**src/rtl/ascon_out_serializer.sv**
```systemverilog
// ----------------------------------------------------------------------------
// ascon_out_serializer
//
// Sits after the Ascon permutation core. On the rising edge of rounds_done
// it snapshots the first NUM_WORDS state words (S_0 first) and streams them
// out one byte at a time over a valid/ready port, MSB byte of each word
// first. This is the path by which hash digests and tags leave the chip.
//
// Optional feature (compile-time macro ASCON_SER_XOR_CHK_EN):
//   When defined, one extra byte follows the data bytes, carrying the XOR of
//   all data bytes; out_last then marks that checksum byte.
//   When undefined, the frame is exactly 8*NUM_WORDS bytes.
//
// Parameters
//   NUM_WORDS    number of 64-bit state words sent (1..5)
//
// Ports
//   clk          clock
//   rst_n        asynchronous active-low reset
//   rounds_done  permutation finished (level; only its rising edge is used)
//   s0_in..s4_in permutation state words S_0..S_4
//   clear        synchronous abort / re-arm (wins over a same-cycle capture)
//   out_data     current byte
//   out_valid    out_data is valid
//   out_ready    sink accepts the current byte
//   out_last     final byte of the frame (qualified by out_valid)
//   busy         a frame is being streamed
//   done         frame fully sent; sticky until clear or next capture
//   overrun      rounds_done rose while streaming; sticky until clear
// ----------------------------------------------------------------------------
module ascon_out_serializer #(
    parameter int NUM_WORDS = 4
) (
    input  logic        clk,
    input  logic        rst_n,
    input  logic        rounds_done,
    input  logic [63:0] s0_in,
    input  logic [63:0] s1_in,
    input  logic [63:0] s2_in,
    input  logic [63:0] s3_in,
    input  logic [63:0] s4_in,
    input  logic        clear,
    output logic [7:0]  out_data,
    output logic        out_valid,
    input  logic        out_ready,
    output logic        out_last,
    output logic        busy,
    output logic        done,
    output logic        overrun
);

    localparam int DATA_BYTES = 8 * NUM_WORDS;
`ifdef ASCON_SER_XOR_CHK_EN
    localparam int FL = DATA_BYTES + 1;
`else
    localparam int FL = DATA_BYTES;
`endif
    localparam int CW = $clog2(FL + 1);
    localparam int BW = 64 * NUM_WORDS;

    typedef enum logic [1:0] {
        ST_IDLE,
        ST_SEND,
        ST_DONE
    } state_t;

    state_t          state;
    logic            rd_q;
    logic            rise;
    logic [BW-1:0]   data_q;
    logic [CW-1:0]   cnt;
    logic [319:0]    all_words;
    logic [BW-1:0]   capture;
    logic            unused_words;
`ifdef ASCON_SER_XOR_CHK_EN
    logic [7:0]      xor_acc;
`endif

    assign rise      = rounds_done & ~rd_q;
    assign all_words = {s0_in, s1_in, s2_in, s3_in, s4_in};
    // S_0 sits at the top so that it is the first word shifted out.
    assign capture   = all_words[319 -: BW];
    // Words beyond NUM_WORDS are intentionally not captured.
    assign unused_words = ^all_words;

    // The byte on the wire is always the top byte of the shift buffer.
    assign out_data  = data_q[BW-1 -: 8];
    assign busy      = (state == ST_SEND);

    always_ff @(posedge clk or negedge rst_n) begin
        if (!rst_n) begin
            state     <= ST_IDLE;
            rd_q      <= 1'b0;
            data_q    <= '0;
            cnt       <= '0;
            out_valid <= 1'b0;
            out_last  <= 1'b0;
            done      <= 1'b0;
            overrun   <= 1'b0;
`ifdef ASCON_SER_XOR_CHK_EN
            xor_acc   <= '0;
`endif
        end else begin
            rd_q <= rounds_done;
            if (clear) begin
                state     <= ST_IDLE;
                cnt       <= '0;
                out_valid <= 1'b0;
                out_last  <= 1'b0;
                done      <= 1'b0;
                overrun   <= 1'b0;
            end else begin
                case (state)
                    ST_IDLE, ST_DONE: begin
                        if (rise) begin
                            data_q    <= capture;
                            cnt       <= '0;
                            done      <= 1'b0;
                            out_valid <= 1'b1;
                            out_last  <= 1'b0;
                            state     <= ST_SEND;
`ifdef ASCON_SER_XOR_CHK_EN
                            xor_acc   <= '0;
`endif
                        end
                    end
                    ST_SEND: begin
                        // A new result arriving mid-frame is dropped, not queued.
                        if (rise) overrun <= 1'b1;
                        if (out_ready) begin
                            cnt <= cnt + CW'(1);
                            if (out_last) begin
                                state     <= ST_DONE;
                                out_valid <= 1'b0;
                                out_last  <= 1'b0;
                                done      <= 1'b1;
                                data_q    <= data_q << 8;
                            end else begin
                                // out_last is registered one transfer ahead.
                                out_last <= (cnt == CW'(FL - 2));
`ifdef ASCON_SER_XOR_CHK_EN
                                xor_acc <= xor_acc ^ out_data;
                                // After the final data byte, the checksum
                                // becomes the next byte on the wire.
                                if (cnt == CW'(DATA_BYTES - 1))
                                    data_q <= {xor_acc ^ out_data, {(BW-8){1'b0}}};
                                else
                                    data_q <= data_q << 8;
`else
                                data_q <= data_q << 8;
`endif
                            end
                        end
                    end
                    default: state <= ST_IDLE;
                endcase
            end
        end
    end

endmodule
```
**config.mk**
```make
export PLATFORM = sky130hd
export DESIGN_NAME = ascon_out_serializer
export DESIGN_NICKNAME = d
export VERILOG_FILES = /design/src/rtl/ascon_out_serializer.sv
export SDC_FILE = /design/constraint.sdc
export NUM_CORES = 1
export LEC_CHECK = 0
export ABC_CLOCK_PERIOD_IN_PS = 1750
export BUFFER_PORTS_ARGS = -buffer_cell sky130_fd_sc_hd__buf_2
export CAP_MARGIN = 0
export CORE_ASPECT_RATIO = 1.4
export CORE_UTILIZATION = 49
export DETAILED_ROUTE_END_ITERATION = 7
export GPL_ROUTABILITY_DRIVEN = 0
export PLACE_DENSITY = 0.88
export SETUP_SLACK_MARGIN = 0.5
export SLEW_MARGIN = 10
export SYNTH_ARGS = -nofsm -noshare
export SYNTH_HDL_FRONTEND = slang
export SYNTH_SLANG_ARGS = --single-unit
```
**constraint.sdc**
```tcl
create_clock -name clk -period 1.75 [get_ports clk]
set_input_delay 0.175 -clock clk [delete_from_list [all_inputs] [get_ports clk]]
set_output_delay 0.175 -clock clk [all_outputs]
set_load 0.05 [all_outputs]
```
==> impl_metrics.yaml, run 1 <==
floorplanning:
  pin_count: 338
  core_um2: 26400
  die_w_um: 141
  initial_utilization_pct: 50.3
  dieArea_um2: 27700
  std_cell_rows: 70
  die_height_um: 197
critical_path:
  rrSetupSlack_ns: -0.25
  r2r_end: "data_q[130]"
  required_ns: 2.17
  crit_path_top_delay_cell: "or3b_4"
  r2r_start: "state[0]"
  critPathArrivalTime_ns: 2.42
  cp.depth: 6
  r2r_cells: 6
  critical_path.most_common_cell: "buf_12"
  crit_buf_inv: 3
  path_class: "register to register"
  path_cells: "or3b_4 > a21oi_4 > buf_12 > buf_12 > buf_16 > mux2_2"
  worstSetupEndpoint: "data_q[130]"
  crit_path_start: "state[0]"
  worstSetupEndpointType: "register"
  slowest_delay_ns: 0.41
  crit_fanout: 19
  startpoint_type: "register"
  cpLargestDelayFamily: "buffers and inverters"
sta:
  finalCritPeriodShare_pct: 114
  relSlewSlack_pct: 66.5
  hold_viol_final: 1
  timing.hold.ws_ns: -0.00328
  grt_setup_unrepaired: "true"
  min_period_ns: 2.00
  fin_ws_ns: -0.250
  worst_clock_skew_ns: 0.0214
  setup_viol: 257
  fmax_ghz: 0.500
  tightest_slew_ns: 0.503
  slew_viol_final: 0
synthesis:
  synth-simple-area-share_pct: 1.46
  synth.avg_cell_area_um2: 14.7
  yosys_warnings: 0
  synthDistinctLibCells: 30
  yosysSeqAreaShare_pct: 50.7
  syn_inst: 901
  synthMuxAreaShare_pct: 42.9
  synth_compound_gate_area_share_pct: 0.811
  synth_top_family_by_area: "multiplexers"
  syn_nets: 1228
  synth_xor_area_share_pct: 0.0660
  synth_fa_ha_area_share_pct: 0.189
  ys_ff_latch: 269
  syn_area_um2: 13300
global_route:
  gr-total-overflow: 0
  grt_pass1_wl_mm: 60.1
  antenna_found_initial: 12
  grt_pass1_vias: 11300
  track_usage_pct: 28.2
  grt_max_degree: 56
route:
  via_count: 9948
  dr.pass1.iters: 4
  postRouteAntennaNets: 0
  wl_mm: 41.9
  avgRoutedWirePerCell_um: 22.8
  drt-initial-drc-count: 359
  drc_errors: 0
  vias_per_cell: 5.42
cts:
  htree_levels: 1
  cts_buffers: 27
  cts-root-buf: "clkbuf_16"
  clk_latency_ns: 0.56
  cts_buffer_depth: 3
  clk_pin_slew_worst_paths_ns: 0.07
  clock-sinks: 269
  cts_tree: "done"
place:
  hpwl_mm: 21.1
  numPortBuffers: 273
  placed_cell_area_um2: 15500
run_status:
  violations: "negative hold slack, negative setup slack"
  status: "finished, violations left"
cells_and_area:
  nets: 1770
  syn_to_final_growth_pct: 48.5
  drive_gt1_share_pct: 64.4
  utilization_pct: 74.7
  fin_area_um2: 19700
power:
  peakVddDrop_uv: 1250
  leakage_nw: 8.78
  power.density_nw_per_um2: 1050
worst_hold_path:
  worstHoldPathType: "input pin to register"
flow_run:
  maxCapViolCount: 0
## layout make-up
type / instances / area (um^2)
timing repair buffer: 580 / 5080
sequential: 269 / 6730
multi-input combinational: 559 / 6490
fill: 1411 / 6670
inverter: 6 / 22.5
tap: 360 / 450
clock buffer: 40 / 805
clock inverter: 9 / 82.6
antenna: 12 / 30.0
## sequential cells by signal, summed over array words and instances, names as in the netlist
signal and flops:
data_q 256, cnt 6, state 2, done 1, out_last 1, out_valid 1, overrun 1, rd_q 1
## layout by cell type, fill, tap and decap left out, types with 2 or more instances in the layout
| cell type | count |
|---|---|
| nor2b_1 | 8 |
| buf_16 | 10 |
| o21ai_0 | 2 |
| clkbuf_16 | 35 |
| diode_2 | 12 |
| mux2_1 | 10 |
| dlygate4sd3_1 | 192 |
| buf_8 | 14 |
| buf_4 | 44 |
| nor2_1 | 3 |
| nand3_1 | 7 |
| inv_1 | 6 |
| buf_12 | 26 |
| mux2_4 | 111 |
| buf_2 | 259 |
| dfrtp_2 | 2 |
| clkinvlp_4 | 2 |
| mux2_2 | 383 |
| inv_6 | 2 |
| a21oi_2 | 4 |
| a21oi_1 | 5 |
| clkbuf_1 | 5 |
| dfrtp_1 | 267 |
| buf_6 | 26 |
| clkinv_2 | 4 |
| or3_1 | 3 |
| nand2_1 | 3 |
| clkbuf_8 | 8 |
## worst min path at each step
| stage | start | cells after the start | endpoint | slack [ns] |
|---|---|---|---|---|
| after detailed placement | rst_n | 1 | data_q[171] | 0.15 |
| after CTS | s3_in[22] | 3 | data_q[22] | 0.0002 |
| after global placement | rst_n | 1 | data_q[171] | 0.15 |
| after floorplan | rst_n | 0 | cnt[0] | -0.12 |
| after global routing | s0_in[29] | 3 | data_q[221] | -0.009 |
| final | s0_in[29] | 3 | data_q[221] | -0.003 |
## timing repair
action	in CTS	in global routing
hold endpoints to repair	353	1
buffers inserted	12	21
endpoints found under the setup margin	280	281
resized for setup	64	138
gates cloned	5	9
pin swaps	1	7
hold buffers	191	1
## power by group
group | total, mW | internal (mW) | switching (mW)
Clock | 5.93 | 3.33 | 2.60
Combinational | 5.48 | 3.52 | 1.97
Sequential | 9.30 | 8.08 | 1.22
## tightest hold or removal path: stages
cell    delay, ns
buf_2        0.08
mux2_4       0.13
mux2_4       0.13
## stage by stage
stage / worst slack (ns) / cells / total power [mW] / TNS [ns]
finish: -0.250 / 1835 / 20.7 / -43.45
global route: -0.265 / 1835 / 21.5 / -51.62
CTS: -0.193 / 1792 / 19.8 / -38.93
detailed placement: -0.210 / 1535 / 13.3 / -39.98
global placement: -0.165 / 1535 / 13.0 / -31.39
floorplan: -0.108 / 901 / 11.9 / -25.25
## synthesized netlist by cell type
cell type	n	share of area, %
ha_1	2	0.19
a21oi_1	9	0.34
mux2_1	19	1.6
nand2_1	4	0.11
or3_1	3	0.14
clkbuf_1	9	0.25
nand3b_1	1	0.057
mux2_2	485	41
xor2_1	1	0.066
o2111ai_1	1	0.066
buf_4	13	0.74
dfrtp_1	269	51
a31oi_1	1	0.047
buf_6	22	1.9
a211oi_1	1	0.057
nor3b_1	2	0.11
or3b_1	1	0.066
nand4b_1	1	0.066
buf_2	22	0.83
mux2i_1	1	0.075
a211o_1	1	0.066
and3_1	1	0.047
nor2b_1	9	0.42
a21oi_4	1	0.12
inv_1	6	0.17
nor2_1	3	0.085
buf_1	1	0.028
nand3_1	8	0.30
or2_2	1	0.047
o21ai_0	3	0.11
## cells by family after synthesis
group | after synthesis
AOI/OAI and AO/OA | 17
buffers and inverters | 73
muxes | 505
xor gates and xnor gates | 1
and+or+nand+nor | 34
DFF | 269
adders and majority gates | 2
## layer usage
metal / GRT usage [%] / wire length [um] / up-vias
li1: - / - / 4353
met1: 28.9 / 14400 / 5026
met2: 53.9 / 22800 / 378
met3: 4.52 / 1890 / 191
met4: 15.6 / 2770 / 0
met5: 0 / 0 / -
Note: power is estimated with default switching activity, not from simulation.
==> inputs of run 2 (changes only) <==
- BUFFER_PORTS_ARGS: -buffer_cell sky130_fd_sc_hd__buf_2 -> unset
- CORE_MARGIN: unset -> 2
- CORE_UTILIZATION: 49 -> 58
- DONT_BUFFER_PORTS: unset -> 1
- PLACE_DENSITY: 0.88 -> 0.86
==> run 2 against run 1 <==
  * The run now fails in clock tree synthesis
  * Synthesized cell count stayed put
  * Area after synthesis stayed put
==> impl_metrics.yaml, run 2 <==
run_status:
  status: "did not finish"
  stop_stage: "clock tree synthesis"
  error: "[ERROR RSZ-0060] Max buffer count reached."
synthesis:
  synthDistinctLibCells: 30
  synth-main-ff-cell: "dfrtp_1"
  synthMuxAreaShare_pct: 42.9
  synth_edf_count: 0
  yosysTopAreaCellShare_pct: 50.7
  netlist_top_cells_area: "dfrtp_1 (51%), mux2_2 (41%), buf_6 (1.9%), mux2_1 (1.6%), buf_2 (0.83%)"
  async_flop_share_pct: 100
  syn_area_um2: 13300
  synth.avg_cell_area_um2: 14.7
  ys_ff_latch: 269
  yosysSeqAreaShare_pct: 50.7
  synth_compound_gate_area_share_pct: 0.811
  yosys_warnings: 0
  yosysMostFrequentCell: "mux2_2"
  syn_nets: 1228
  synth_top_family_by_area: "multiplexers"
  synth_area_leader_cell: "dfrtp_1"
  synth_xor_area_share_pct: 0.0660
  syn_inst: 901
  synth-simple-area-share_pct: 1.46
  yosys-top-cells-count: "mux2_2 (485), dfrtp_1 (269), buf_2 (22), buf_6 (22), mux2_1 (19)"
  synth_fa_ha_area_share_pct: 0.189
floorplanning:
  pin_count: 338
  die_w_um: 132
  die_height_um: 183
  initial_utilization_pct: 58.9
  std_cell_rows: 65
cts:
  htree_levels: 1
  cts_buffer_depth: 3
  post_cts_resized: 24
  cts-root-buf: "clkbuf_16"
  cts_buffers: 27
  postCtsSetupRepairBufs: 3
  clock-sinks: 269
  ctsHoldBuffers: 247
place:
  hpwl_mm: 18.6
  post-place-cells: 1179
  numPortBuffers: 0
==> run 2: cells by family after synthesis <==
family / count (synthesis)
compound gates: 17
xor+xnor: 1
fa+ha+maj: 2
buf+inv: 73
flops: 269
mux: 505
simple gates: 34
==> run 2: per-stage QoR <==
| step | cell area [um^2] | TNS, ns | setup WS [ns] |
|---|---|---|---|
| floorplan | 13400 | -25.25 | -0.108 |
| global placement | 13800 | -31.36 | -0.153 |
| detailed placement | 13800 | -37.92 | -0.208 |
==> inputs of run 3 (changes only) <==
- ABC_CLOCK_PERIOD_IN_PS: 1750 -> 2300
- CORE_ASPECT_RATIO: 1.4 -> unset
- CORE_UTILIZATION: 58 -> 40
- PLACE_DENSITY: 0.86 -> unset
- PLACE_DENSITY_LB_ADDON: unset -> 0.15
- SETUP_SLACK_MARGIN: 0.5 -> unset
- clock period: 1.75 -> 2.3 ns (I/O delays scaled with it)
==> run 3 against run 2 <==
  * The flow now finishes, with violations (negative hold slack)
==> impl_metrics.yaml, run 3 (synthesized netlist as in run 1, its figures left out) <==
worst_hold_path:
  worstHoldPathType: "input pin to async pin"
cells_and_area:
  multi_input_area_um2: 6030
  biggestRegsByFlops: "data_q: 256 flops, cnt: 6 flops, state: 2 flops"
  syn_to_final_growth_pct: 30.2
  top_register: "data_q"
  layout_commonest_cell: "mux2_2"
  mostFrequentLayoutCells: "mux2_2 (485), dfrtp_1 (269), dlygate4sd3_1 (260), clkbuf_16 (31), mux2_1 (19)"
  drive_gt1_share_pct: 47.7
  seqCellArea_um2: 6730
  largest_register_ffs: 256
  fillers: 2816
  nets: 1476
power:
  sequentialPowerShare_pct: 48.0
  p_sw_mw: 3.56
  intPower_mw: 11.0
  peakVddDrop_uv: 585
  leakage_nw: 6.95
  p_sw_share_pct: 24.5
  p_comb_share_pct: 18.8
  power.density_nw_per_um2: 843
  pwr-share-clk_pct: 33.2
route:
  vias_per_cell: 4.91
  wl_mm: 29.0
  dr.pass1.iters: 4
  postRouteAntennaNets: 0
  via_count: 7928
  drt-initial-drc-count: 298
  avgRoutedWirePerCell_um: 18.0
  drc_errors: 0
sta:
  finalCritPeriodShare_pct: 93.5
  worst_clock_skew_ns: 0.00754
  relSlewSlack_pct: 54.0
  slew_viol_final: 0
  fin_ws_ns: 0.151
  tns_ns: 0
  fmax_ghz: 0.465
  grt_setup_unrepaired: "false"
  setup_viol: 0
  tightest_slew_ns: 0.690
  timing.hold.ws_ns: -0.612
  min_period_ns: 2.15
  hold_viol_final: 269
cts:
  clock-sinks: 269
  clk_pin_slew_worst_paths_ns: 0.06
  cts_tree: "done"
  clk_latency_ns: 0.55
  htree_levels: 1
  cts_buffer_depth: 3
  ctsHoldBuffers: 260
  cts_buffers: 31
  cts-root-buf: "clkbuf_16"
floorplanning:
  dieArea_um2: 34600
  initial_utilization_pct: 40.7
  die_height_um: 186
  pin_count: 338
  core_um2: 32600
  die_w_um: 186
  std_cell_rows: 66
critical_path:
  critPathArrivalTime_ns: 1.92
  crit_path_start: "state[0]"
  rrSetupSlack_ns: 0.17
  crit_fanout: 44
  startpoint_type: "register"
  r2r_start: "state[0]"
  path_class: "register to output port"
  r2r_cells: 5
  r2r_end: "data_q[157]"
  required_ns: 2.07
  worstSetupEndpointType: "output port"
place:
  dp_slack_ns: 0.153
  hpwl_mm: 18.4
  numPortBuffers: 0
global_route:
  grt_pass1_vias: 8573
  track_usage_pct: 16.4
  antenna_found_initial: 3
  grt_max_degree: 270
  gr-total-overflow: 0
  grt_pass1_wl_mm: 45.7
run_status:
  status: "finished, violations left"
  violations: "negative hold slack"
flow_run:
  maxCapViolCount: 0
run 3: worst max-delay path, stage by stage (launching register included):
cell	delay, ns
dfrtp_1	0.42
nor2b_4	0.21
buf_4	0.21
buf_12	0.25
buf_4	0.26
run 3: layout make-up:
| type | instances | share of cell area (%) |
|---|---|---|
| multi-input combinational | 559 | 34.9 |
| clock buffer | 45 | 5.26 |
| inverter | 6 | 0.130 |
| antenna | 3 | 0.0434 |
| tap | 442 | 3.20 |
| timing repair buffer | 282 | 17.0 |
| clock inverter | 9 | 0.565 |
| sequential | 269 | 39.0 |
run 3: power groups by stage:
stage | Combinational (mW) | Clock [mW] | Sequential, mW
after floorplan | 2.35 | 0 | 6.65
after global placement | 2.32 | 0 | 7.05
after detailed placement | 2.38 | 0 | 7.08
after CTS | 2.77 | 5.03 | 7.01
after global routing | 2.99 | 5.22 | 7.19
final | 2.74 | 4.84 | 6.99
run 3: metrics by stage:
step | power, mW | instances | area (um^2) | hold WS, ns | util [%]
final | 14.6 | 1615 | 17300 | -0.612 | 53.0
after floorplan | 9.00 | 901 | 13300 | -0.0656 | -
after global routing | 15.4 | 1615 | 17300 | -0.655 | 53.0
after global placement | 9.37 | 1298 | 13700 | -0.0558 | 41.9
after CTS | 14.8 | 1612 | 17300 | -0.652 | 52.9
after detailed placement | 9.47 | 1298 | 13700 | -0.0561 | 41.9
run 3: worst max path at each step:
stage / to / slack, ns
CTS: busy / 0.11
finish: busy / 0.15
global placement: data_q[164] / 0.19
detailed placement: data_q[157] / 0.15
floorplan: data_q[161] / 0.40
global route: busy / 0.04
run 3: routing by layer:
metal,up-vias,track usage (%),part of all wire [%]
li1,3755,-,-
met1,3944,21.4,44
met2,188,27.3,48
met3,41,4.21,6.2
met4,0,3.65,2.0
met5,-,0,0
run 3: timing repair:
action | CTS | global route
hold endpoints to repair | 538 | 269
gates resized for setup | 0 | 0
setup endpoints to repair | 0 | 0
buffers inserted | 0 | 0
==> inputs of run 4 (changes only) <==
- CORE_ASPECT_RATIO: unset -> 2
- MAX_ROUTING_LAYER: unset -> met4
==> run 4 against run 3 <==
  * The flow still finishes with violations (negative hold slack)
  * Register-to-register slack better by 0.05 ns
  * Non-clock buffer count is 8 lower
  * Worst hold slack worse by 0.014 ns
  * Sequential power hardly changed
  * Largest cell class unchanged
==> impl_metrics.yaml, run 4 (synthesized netlist as in run 1, its figures left out) <==
run_status:
  status: "finished, violations left"
  violations: "negative hold slack"
global_route:
  gr-usage-met2_pct: 32.9
  busiest_layer: "met2"
  antenna_found_initial: 0
  met3_usage_pct: 2.59
  grt_pass1_vias: 8630
  use_met1_pct: 19.8
  grt_max_degree: 270
  grt_pass1_wl_mm: 47.7
  gr-total-overflow: 0
  track_usage_pct: 17.7
power:
  peakVddDrop_uv: 734
  finalPower_mw: 14.3
  leakage_nw: 6.87
  p_sw_mw: 3.60
  intPower_mw: 10.7
  pwr-share-clk_pct: 31.7
  sequentialPowerShare_pct: 49.1
  p_sw_share_pct: 25.2
  p_comb_share_pct: 19.2
  power.density_nw_per_um2: 836
route:
  avgRoutedWirePerCell_um: 18.8
  drt-initial-drc-count: 258
  dr.pass1.iters: 4
  vias_per_cell: 4.96
  wl_mm: 30.0
  drc_errors: 0
  postRouteAntennaNets: 0
  via_count: 7884
cells_and_area:
  top_register: "data_q"
  fillers: 2817
  multi_input_area_um2: 6030
  layout_commonest_cell: "mux2_2"
  seqCellArea_um2: 6730
  drive_gt1_share_pct: 47.7
  mostFrequentLayoutCells: "mux2_2 (485), dfrtp_1 (269), dlygate4sd3_1 (254), clkbuf_16 (27), mux2_1 (19)"
  nets: 1464
  syn_to_final_growth_pct: 28.7
  antennaDiodeCount: 0
  largest_register_ffs: 256
  biggestRegsByFlops: "data_q: 256 flops, cnt: 6 flops, state: 2 flops"
critical_path:
  path_cells: "nor2b_4 > buf_16 > buf_4"
  critPathArrivalTime_ns: 1.93
  crit_buf_inv: 2
  r2r_cells: 5
  startpoint_type: "register"
  crit_path_top_delay_cell: "dfrtp_1"
  path_class: "register to output port"
  required_ns: 2.07
  slowest_delay_ns: 0.42
  cpLargestDelayFamily: "buffers and inverters"
  worstSetupEndpointType: "output port"
  cp.depth: 3
  crit_fanout: 75
sta:
  fmax_ghz: 0.464
  grt_setup_unrepaired: "false"
  timing.hold.ws_ns: -0.626
  finalCritPeriodShare_pct: 93.8
  hold_viol_final: 269
  tns_ns: 0
  slew_viol_final: 0
  worst_clock_skew_ns: 0.0122
  setup_viol: 0
  relSlewSlack_pct: 58.7
  tightest_slew_ns: 0.620
  min_period_ns: 2.16
cts:
  cts_tree: "done"
  clk_pin_slew_worst_paths_ns: 0.06
  cts-root-buf: "clkbuf_16"
  postCtsSetupRepairBufs: 0
  clock-sinks: 269
  clk_latency_ns: 0.55
  cts_buffer_depth: 3
  htree_levels: 1
  cts_buffers: 27
floorplanning:
  std_cell_rows: 94
  die_height_um: 262
  dieArea_um2: 34700
  core_um2: 32800
  pin_count: 338
  die_w_um: 133
  initial_utilization_pct: 40.4
place:
  hpwl_mm: 20.0
  numPortBuffers: 0
flow_run:
  maxCapViolCount: 0
worst_hold_path:
  worstHoldPathType: "input pin to async pin"
run 4: cell types whose count changed in the layout (fill, tap and decap cells not counted), moves of 2 or more:
cell,delta
buf_12,-2
clkbuf_16,-4
diode_2,-3
dlygate4sd3_1,-6
inv_6,+2
run 4: layout make-up:
type                    count  area share [%]
clock buffers              40            4.65
clock inverters            10           0.630
inverters                   6           0.132
multi-input cells         559            35.3
flip-flops and latches    269            39.4
well taps                 432            3.17
repair buffers            274            16.7
run 4: power groups by stage:
| stage | combinational [mW] | sequential (mW) | clock [mW] |
|---|---|---|---|
| after detailed placement | 2.39 | 7.13 | 0 |
| after global routing | 2.99 | 7.22 | 4.89 |
| after global placement | 2.32 | 7.07 | 0 |
| final | 2.74 | 7.02 | 4.53 |
| after CTS | 2.78 | 7.04 | 4.71 |
| after floorplan | 2.35 | 6.65 | 0 |
run 4: timing repair:
action | 4_1_cts | 5_1_grt
hold endpoints to repair | 531 | 270
resized for setup | 0 | 1
endpoints found under the setup margin | 0 | 1
hold buffers | 253 | 1
run 4: worst paths after layout:
kind                            start           to  slack [ns]
max in group asynchronous       rst_n  data_q[252]        2.44
min in group clk            s0_in[46]  data_q[238]        0.02
hold / removal                  rst_n   data_q[97]       -0.63
hold reg to reg            data_q[25]   data_q[25]        0.48
setup / recovery             state[0]         busy        0.14
setup reg to reg             state[0]  data_q[225]        0.22
run 4: layer usage:
| layer | vias up | part of all wire, % | wire (um) |
|---|---|---|---|
| met5 | - | 0 | 0 |
| met1 | 3927 | 39 | 11600 |
| met3 | 38 | 4.0 | 1200 |
| li1 | 3726 | - | - |
| met4 | 0 | 2.0 | 612 |
| met2 | 193 | 55 | 16600 |
run 4: stage by stage:
step / utilization, % / instance area, um^2 / hold slack (ns) / std cells / setup slack (ns)
finish: 52.0 / 17100 / -0.626 / 1590 / 0.143
detailed placement: 41.5 / 13600 / -0.0575 / 1286 / 0.191
global route: 52.0 / 17100 / -0.652 / 1590 / 0.0109
floorplan: - / 13300 / -0.0656 / 901 / 0.404
CTS: 52.0 / 17100 / -0.652 / 1589 / 0.0717
global placement: 41.5 / 13600 / -0.0597 / 1286 / 0.219
run 4: worst reg2reg max path, cell delays in order (launching register included):
cell     delay, ns
dfrtp_1       0.43
or3b_1        0.45
a21oi_4       0.24
buf_4         0.25
buf_12        0.23
mux2_2        0.36
